`src/rtl/seq_alu_param.sv`:
```
// -----------------------------------------------------------------------------
// seq_alu_param
//   Parametrised sequential arithmetic engine. It does add and subtract
//   (one cycle), signed radix-4 Booth multiply (WIDTH/2 cycles) and
//   unsigned non-restoring division (WIDTH cycles plus one correction cycle).
//   Both operands are loaded in parallel. The full 2*WIDTH result is
//   presented in parallel.
//
// Handshake:
//   start is sampled only while idle (busy=0). The edge that samples start=1
//   accepts the request and captures op_code, operand_a and operand_b.
//   busy stays high from that edge until DONE is left. done pulses for one
//   cycle when the results are valid. Results hold until the next accepted
//   start. A start seen while busy is ignored.
//
// Parameters:
//   WIDTH  operand width. It must be even and at least 4.
//
// Ports:
//   clk          clock; all state changes on the rising edge
//   reset        asynchronous reset, active low
//   start        request strobe
//   op_code      00 add, 01 sub, 10 signed mul, 11 unsigned div
//   operand_a    augend / minuend / multiplicand / dividend
//   operand_b    addend / subtrahend / multiplier / divisor
//   busy         high while an operation is in flight
//   done         one-cycle pulse; results valid
//   result_hi    sign extension / upper product / remainder
//   result_lo    sum or difference / lower product / quotient
//   overflow     signed overflow of add/sub
//   div_by_zero  divide issued with operand_b == 0
//
// Optional build macro SEQ_ALU_DEBUG_EN adds three outputs:
//   dbg_state  current FSM state
//   dbg_count  iteration counter
//   dbg_acc    accumulator or partial remainder
// -----------------------------------------------------------------------------
module seq_alu_param #(
  parameter int WIDTH = 8
) (
  input  logic               clk,
  input  logic               reset,
  input  logic               start,
  input  logic [1:0]         op_code,
  input  logic [WIDTH-1:0]   operand_a,
  input  logic [WIDTH-1:0]   operand_b,
  output logic               busy,
  output logic               done,
  output logic [WIDTH-1:0]   result_hi,
  output logic [WIDTH-1:0]   result_lo,
  output logic               overflow,
  output logic               div_by_zero
`ifdef SEQ_ALU_DEBUG_EN
  ,
  output logic [2:0]             dbg_state,
  output logic [$clog2(WIDTH):0] dbg_count,
  output logic [WIDTH:0]         dbg_acc
`endif
);

  localparam int CNT_W = $clog2(WIDTH) + 1;
  // The accumulator needs two guard bits. Booth partial sums reach +/-2^WIDTH.
  // A doubled partial remainder reaches +/-2^(WIDTH+1).
  localparam int AW = WIDTH + 2;
  localparam logic [CNT_W-1:0] MUL_LAST = CNT_W'(WIDTH / 2 - 1);
  localparam logic [CNT_W-1:0] DIV_LAST = CNT_W'(WIDTH - 1);

  typedef enum logic [2:0] {
    S_IDLE   = 3'd0,
    S_ADDSUB = 3'd1,
    S_MUL    = 3'd2,
    S_DIV    = 3'd3,
    S_CORR   = 3'd4,
    S_DONE   = 3'd5
  } state_e;

  state_e             state_q, state_d;
  logic [CNT_W-1:0]   cnt_q;
  logic               sub_q;     // add/sub selector captured at accept
  logic [WIDTH-1:0]   m_q;       // addend A, multiplicand or divisor
  logic [WIDTH-1:0]   q_q;       // addend B, multiplier or dividend/quotient
  logic               qm1_q;     // Booth Q[-1]
  logic [AW-1:0]      acc_q;
  logic [WIDTH-1:0]   res_hi_q, res_lo_q;
  logic               ovf_q, dbz_q;

  // ---------------- datapath combinational helpers ----------------
  logic [WIDTH:0]     as_a, as_b, as_sum;
  logic [AW-1:0]      m_ext, d_ext, booth_sel, mul_sum, mul_acc_n;
  logic [WIDTH-1:0]   mul_q_n;
  logic [AW-1:0]      div_shift, div_p_n, corr_p;
  logic [WIDTH-1:0]   div_q_n;

  always_comb begin
    as_a   = {m_q[WIDTH-1], m_q};
    as_b   = {q_q[WIDTH-1], q_q};
    as_sum = sub_q ? (as_a - as_b) : (as_a + as_b);

    m_ext  = {{2{m_q[WIDTH-1]}}, m_q};
    d_ext  = {2'b00, m_q};

    case ({q_q[1:0], qm1_q})
      3'b001, 3'b010: booth_sel = m_ext;
      3'b011:         booth_sel = m_ext << 1;
      3'b100:         booth_sel = -(m_ext << 1);
      3'b101, 3'b110: booth_sel = -m_ext;
      default:        booth_sel = '0;
    endcase
    mul_sum   = acc_q + booth_sel;
    // Arithmetic shift right by 2 of the whole {acc, Q, Q[-1]} chain.
    mul_acc_n = {{2{mul_sum[AW-1]}}, mul_sum[AW-1:2]};
    mul_q_n   = {mul_sum[1:0], q_q[WIDTH-1:2]};

    // Non-restoring step. The sign of the current remainder picks add or sub.
    // The sign of the new remainder gives the quotient bit.
    div_shift = {acc_q[AW-2:0], q_q[WIDTH-1]};
    div_p_n   = acc_q[AW-1] ? (div_shift + d_ext) : (div_shift - d_ext);
    div_q_n   = {q_q[WIDTH-2:0], ~div_p_n[AW-1]};

    corr_p    = acc_q[AW-1] ? (acc_q + d_ext) : acc_q;
  end

  // ---------------- FSM: state register ----------------
  always_ff @(posedge clk or negedge reset) begin
    if (!reset) state_q <= S_IDLE;
    else        state_q <= state_d;
  end

  // ---------------- FSM: next-state logic ----------------
  always_comb begin
    state_d = state_q;
    case (state_q)
      S_IDLE: begin
        if (start) begin
          case (op_code)
            2'b10:   state_d = S_MUL;
            2'b11:   state_d = (operand_b == '0) ? S_DONE : S_DIV;
            default: state_d = S_ADDSUB;
          endcase
        end
      end
      S_ADDSUB: state_d = S_DONE;
      S_MUL:    if (cnt_q == MUL_LAST) state_d = S_DONE;
      S_DIV:    if (cnt_q == DIV_LAST) state_d = S_CORR;
      S_CORR:   state_d = S_DONE;
      S_DONE:   state_d = S_IDLE;
      default:  state_d = S_IDLE;
    endcase
  end

  // ---------------- FSM: outputs ----------------
  always_comb begin
    busy        = (state_q != S_IDLE);
    done        = (state_q == S_DONE);
    result_hi   = res_hi_q;
    result_lo   = res_lo_q;
    overflow    = ovf_q;
    div_by_zero = dbz_q;
`ifdef SEQ_ALU_DEBUG_EN
    dbg_state   = state_q;
    dbg_count   = cnt_q;
    dbg_acc     = acc_q[WIDTH:0];
`endif
  end

  // ---------------- datapath registers ----------------
  always_ff @(posedge clk or negedge reset) begin
    if (!reset) begin
      cnt_q    <= '0;
      sub_q    <= 1'b0;
      m_q      <= '0;
      q_q      <= '0;
      qm1_q    <= 1'b0;
      acc_q    <= '0;
      res_hi_q <= '0;
      res_lo_q <= '0;
      ovf_q    <= 1'b0;
      dbz_q    <= 1'b0;
    end else begin
      case (state_q)
        S_IDLE: begin
          if (start) begin
            sub_q <= op_code[0];
            cnt_q <= '0;
            acc_q <= '0;
            qm1_q <= 1'b0;
            ovf_q <= 1'b0;
            dbz_q <= 1'b0;
            if (op_code == 2'b11) begin
              m_q <= operand_b;
              q_q <= operand_a;
              // A zero divisor completes right away with a fixed result.
              if (operand_b == '0) begin
                dbz_q    <= 1'b1;
                res_lo_q <= '1;
                res_hi_q <= operand_a;
              end
            end else begin
              m_q <= operand_a;
              q_q <= operand_b;
            end
          end
        end
        S_ADDSUB: begin
          res_lo_q <= as_sum[WIDTH-1:0];
          res_hi_q <= {WIDTH{as_sum[WIDTH]}};
          ovf_q    <= as_sum[WIDTH] ^ as_sum[WIDTH-1];
        end
        S_MUL: begin
          acc_q <= mul_acc_n;
          q_q   <= mul_q_n;
          qm1_q <= q_q[1];
          if (cnt_q == MUL_LAST) begin
            res_hi_q <= mul_acc_n[WIDTH-1:0];
            res_lo_q <= mul_q_n;
          end else begin
            cnt_q <= cnt_q + CNT_W'(1);
          end
        end
        S_DIV: begin
          acc_q <= div_p_n;
          q_q   <= div_q_n;
          if (cnt_q != DIV_LAST) cnt_q <= cnt_q + CNT_W'(1);
        end
        S_CORR: begin
          acc_q    <= corr_p;
          res_hi_q <= corr_p[WIDTH-1:0];
          res_lo_q <= q_q;
        end
        default: ;
      endcase
    end
  end

endmodule
```
`config.mk`:
```
export PLATFORM = sky130hd
export DESIGN_NAME = seq_alu_param
export DESIGN_NICKNAME = d
export VERILOG_FILES = /design/src/rtl/seq_alu_param.sv
export SDC_FILE = /design/constraint.sdc
export NUM_CORES = 1
export LEC_CHECK = 0
export BUFFER_PORTS_ARGS = -buffer_cell sky130_fd_sc_hd__buf_2
export CAP_MARGIN = 25
export CORE_ASPECT_RATIO = 1.4
export CORE_UTILIZATION = 45
export DETAILED_ROUTE_END_ITERATION = 12
export PLACE_DENSITY = 0.73
export REMOVE_ABC_BUFFERS = 1
export SYNTH_ARGS = -nofsm -noshare
export SYNTH_HDL_FRONTEND = slang
export SYNTH_SLANG_ARGS = --single-unit
```
`constraint.sdc`:
```
create_clock -name clk -period 3.9 [get_ports clk]
set_input_delay 0.78 -clock clk [delete_from_list [all_inputs] [get_ports clk]]
set_output_delay 0.78 -clock clk [all_outputs]
set_load 0.005 [all_outputs]
```
==> results.env <==
FINAL.SETUP_SKEW_NS=0.008335
PORT_BUFFERS=40
LIST_OF_CELLS_TRAVERSED_BY_THE_CRITICAL_PATH='inv_1, ha_1, and2_1, nor2_1, xor2_1, a21oi_1, o21ai_0, ha_1, o21ai_0, a21oi_1, o41ai_1, xor2_1, o211ai_1, o311a_1'
STATUS='complete, no violations'
WL_PER_CELL_UM=19.50
DRT-VIAS-PER-INSTANCE=6.206
TOTALNEGATIVESETUPSLACK_NS=0
AREAGROWTHSYNTHTOFINISH_PCT=9.804
CAP_VIOL_MAX_COUNT=0
DETAILED_PLACE.AREA_UM2=5390
CP_DATA_REQUIRED_TIME_NS=4.08
GR-USAGE-ALL-LAYERS=0.2843
GRT_PASS1_WL_MM=25.54
POSTROUTEWIRELENGTH_MM=16.01
INSERTION_DELAY_NS=0.30
SLEW_HEADROOM=0.3773
FINAL.FILL_COUNT=1028
CTS_HOLD_BUFFERS=0
NETLIST.AREA_LEADER.SHARE=0.2624
DPL.HPWL_MM=12.27
CRIT_PATH_START_KIND='flop'
SYNTH_AREA_LEADER='dfrtp_1'
WORSTPATHARRIVAL_NS=3.87
SYNTH_COMMONEST_CELLS='nand2_1, nor2_1, o21ai_0, dfrtp_1, a21oi_1'
SYNTHDISTINCTLIBCELLS=65
R2R_START='m_q[0]'
POST_ROUTE_CELLS_DRIVE_ABOVE_1_SHARE=0.1191
CTS_TREE='yes'
DIE_HEIGHT_UM=127.4
WORSTMARGINPINSLEW_NS=0.9341
SYNTH-EDFF-COUNT=0
FIN_CRIT_SH=0.9461
CTS_MAX_PATH_BUFFERS=2
GRT_MAX_DEGREE=41
SYNTH-SEQ-CELLS=53
LAYOUT_MIN_CYCLE_TIME_NS=3.690
ROOT_BUFFER='clkbuf_16'
SLOWEST_STAGE='dfrtp_2'
DRT_PRE_ANTENNA_ITERS=7
DIE_WIDTH_UM=91.57
CRIT_BUF_INV=1
POST_SYNTH_MAIN_AREA_CONTRIBUTORS='dfrtp_1, ha_1, nand2_1'
PLACE_INST=813
YOSYSSEQAREASHARE=0.2624
SYNTH-ASYNC-RESET-RATIO=1.000
DR_TOTAL_VIAS=5095
NNETSFINAL=742
CORE_AREA_UM2=10870
INITIAL_CORE_UTIL=0.4651
YOSYS_MOST_USED_DFF='dfrtp_1'
FINALCOREUTILIZATION=0.5107
TRITONCTS.NUM_BUFFERS=5
VIA_COUNT_OF_THE_FIRST_GLOBAL_ROUTING_PASS=4966
DRC_VIOLATIONS_LEFT=0
CRITICAL_PATH.TOP_DELAY_FAMILY='compound AO/OA/AOI/OAI gates'
CRITICAL_PATH.STARTPOINT='m_q[0]'
REPORT.FINAL.SLEW_VIOL_COUNT=0
YOSYSWARNINGS=0
IO-PIN-COUNT=41
NETLIST_AREA_UM2=5054
GP_CONGESTION=0.9142
INSTANCES_NO_FILL=821
LAYOUT.CELL_AREA.NON_FILLER_UM2=5549
CTS.HTREE.LEVELS=2
SYN-INSTANCE-COUNT=656
TIMING.CRITICAL_PATH.FANOUT_MAX=8
ANTENNA_FOUND_INITIAL=0
FINAL_HOLD_VIOL_COUNT=0
CTS_SINKS=53
DRT_FIRST_ITER_VIOLATIONS=546
AVGSYNTHCELLAREA_UM2=7.704
OVERFLOW=0
HOLD_CLASS='in -> async'
WORST-SETUP-PATH-TYPE='reg -> reg'
SETUP-VIOLATIONS-FINAL=0
REG_CLK_SLEW_REPORTED_PATHS_NS=0.07
TIMING.CRITICAL_PATH.SLOWEST_CELL_DELAY_NS=0.44
DIE-AREA_UM2=11660
PLACEMENTROWS=45
TYPE_OF_DESTINATION_OF_THE_CRITICAL_PATH='flop'
POSTROUTEANTENNANETS=0
RSZ0062_AT_GRT='false'
ACHIEVABLE-FREQUENCY_MHz=271.0
NUM_ANTENNA_CELLS=0
[cells by family (layout without fill, tap and decap cells)]
group,Yosys count,in the layout,share of synthesized area
AO/OA/AOI/OAI,198,198,0.2501
XOR/XNOR,49,49,0.08764
adder cells (fa/ha/maj),41,41,0.1075
buffers and inverters,60,84,0.04729
flip-flops,53,53,0.2624
multiplexers,13,13,0.02773
AND/OR/NAND/NOR,242,242,0.2174
[state kept, by name (all words and copies together) (netlist names)]
signal / cells
result_lo: 8
acc_q: 10
qm1_q: 1
result_hi: 8
m_q: 8
sub_q: 1
state_q: 3
cnt_q: 4
div_by_zero: 1
q_q: 8
overflow: 1
[layer usage]
metal,vias to the layer above,track usage,routed length [µm]
met5,-,0,0
met4,0,0.1681,900
met3,56,0.04464,871
met2,220,0.5069,8280
met1,2436,0.3179,5956
li1,2383,-,-
[worst paths after layout]
check,end,depth (start not counted),slack [ns]
setup reg to reg,result_hi[6],14,0.21
setup / recovery,result_hi[6],14,0.21
hold reg to reg,result_lo[3],2,0.48
min in group clk,result_lo[3],2,0.48
max in group asynchronous,q_q[0],3,2.96
hold / removal,div_by_zero,1,0.26
[cells in the final DEF, fill, tap and decap left out, types with 3 or more instances in the layout]
cell type / n
nand2_1: 78
nor2_1: 78
o21ai_0: 54
dfrtp_1: 52
a21oi_1: 44
buf_2: 40
ha_1: 37
xnor2_1: 26
xor2_1: 22
nand3_1: 18
inv_1: 18
buf_4: 15
nor3_1: 14
a31oi_1: 13
nand2b_1: 13
nor2b_1: 12
o22ai_1: 12
a21o_1: 10
and2_1: 9
o21a_1: 8
mux2_2: 8
a211oi_1: 7
a221o_1: 6
o211ai_1: 5
mux2i_1: 5
clkbuf_16: 5
or3_1: 4
nor4_1: 4
a211o_1: 4
o22a_1: 4
a22oi_1: 4
fa_1: 4
o21bai_1: 3
or4_1: 3
o31ai_1: 3
[repair_timing]
item,4_1_cts,5_1_grt
buffers inserted,0,0
resized for setup,0,1
endpoints found under the setup margin,0,1
[per-stage QoR]
| stage | hold WS [ns] | worst slack, ns |
|---|---|---|
| 6_report | 0.2624 | 0.2100 |
| 5_1_grt | 0.2544 | 0.07406 |
| 4_1_cts | 0.4889 | 0.2005 |
| 3_5_place_dp | 0.4727 | 0.2205 |
| 3_3_place_gp | 0.4583 | 0.3637 |
| 2_1_floorplan | 0.4733 | 0.7720 |
[cell type report]
| type | count | area [µm²] | share of cell area |
|---|---|---|---|
| multi-input combinational | 543 | 3488 | 0.6286 |
| clock inverter | 1 | 8.758 | 0.001578 |
| tap | 141 | 176.4 | 0.03179 |
| timing repair buffer | 57 | 344.1 | 0.06201 |
| inverter | 20 | 75.07 | 0.01353 |
| sequential | 53 | 1328 | 0.2392 |
| clock buffer | 6 | 128.9 | 0.02322 |
Power is left out: the tool's default activity adds up to more than one toggle a clock period on the data nets, which glitch-free logic cannot reach.
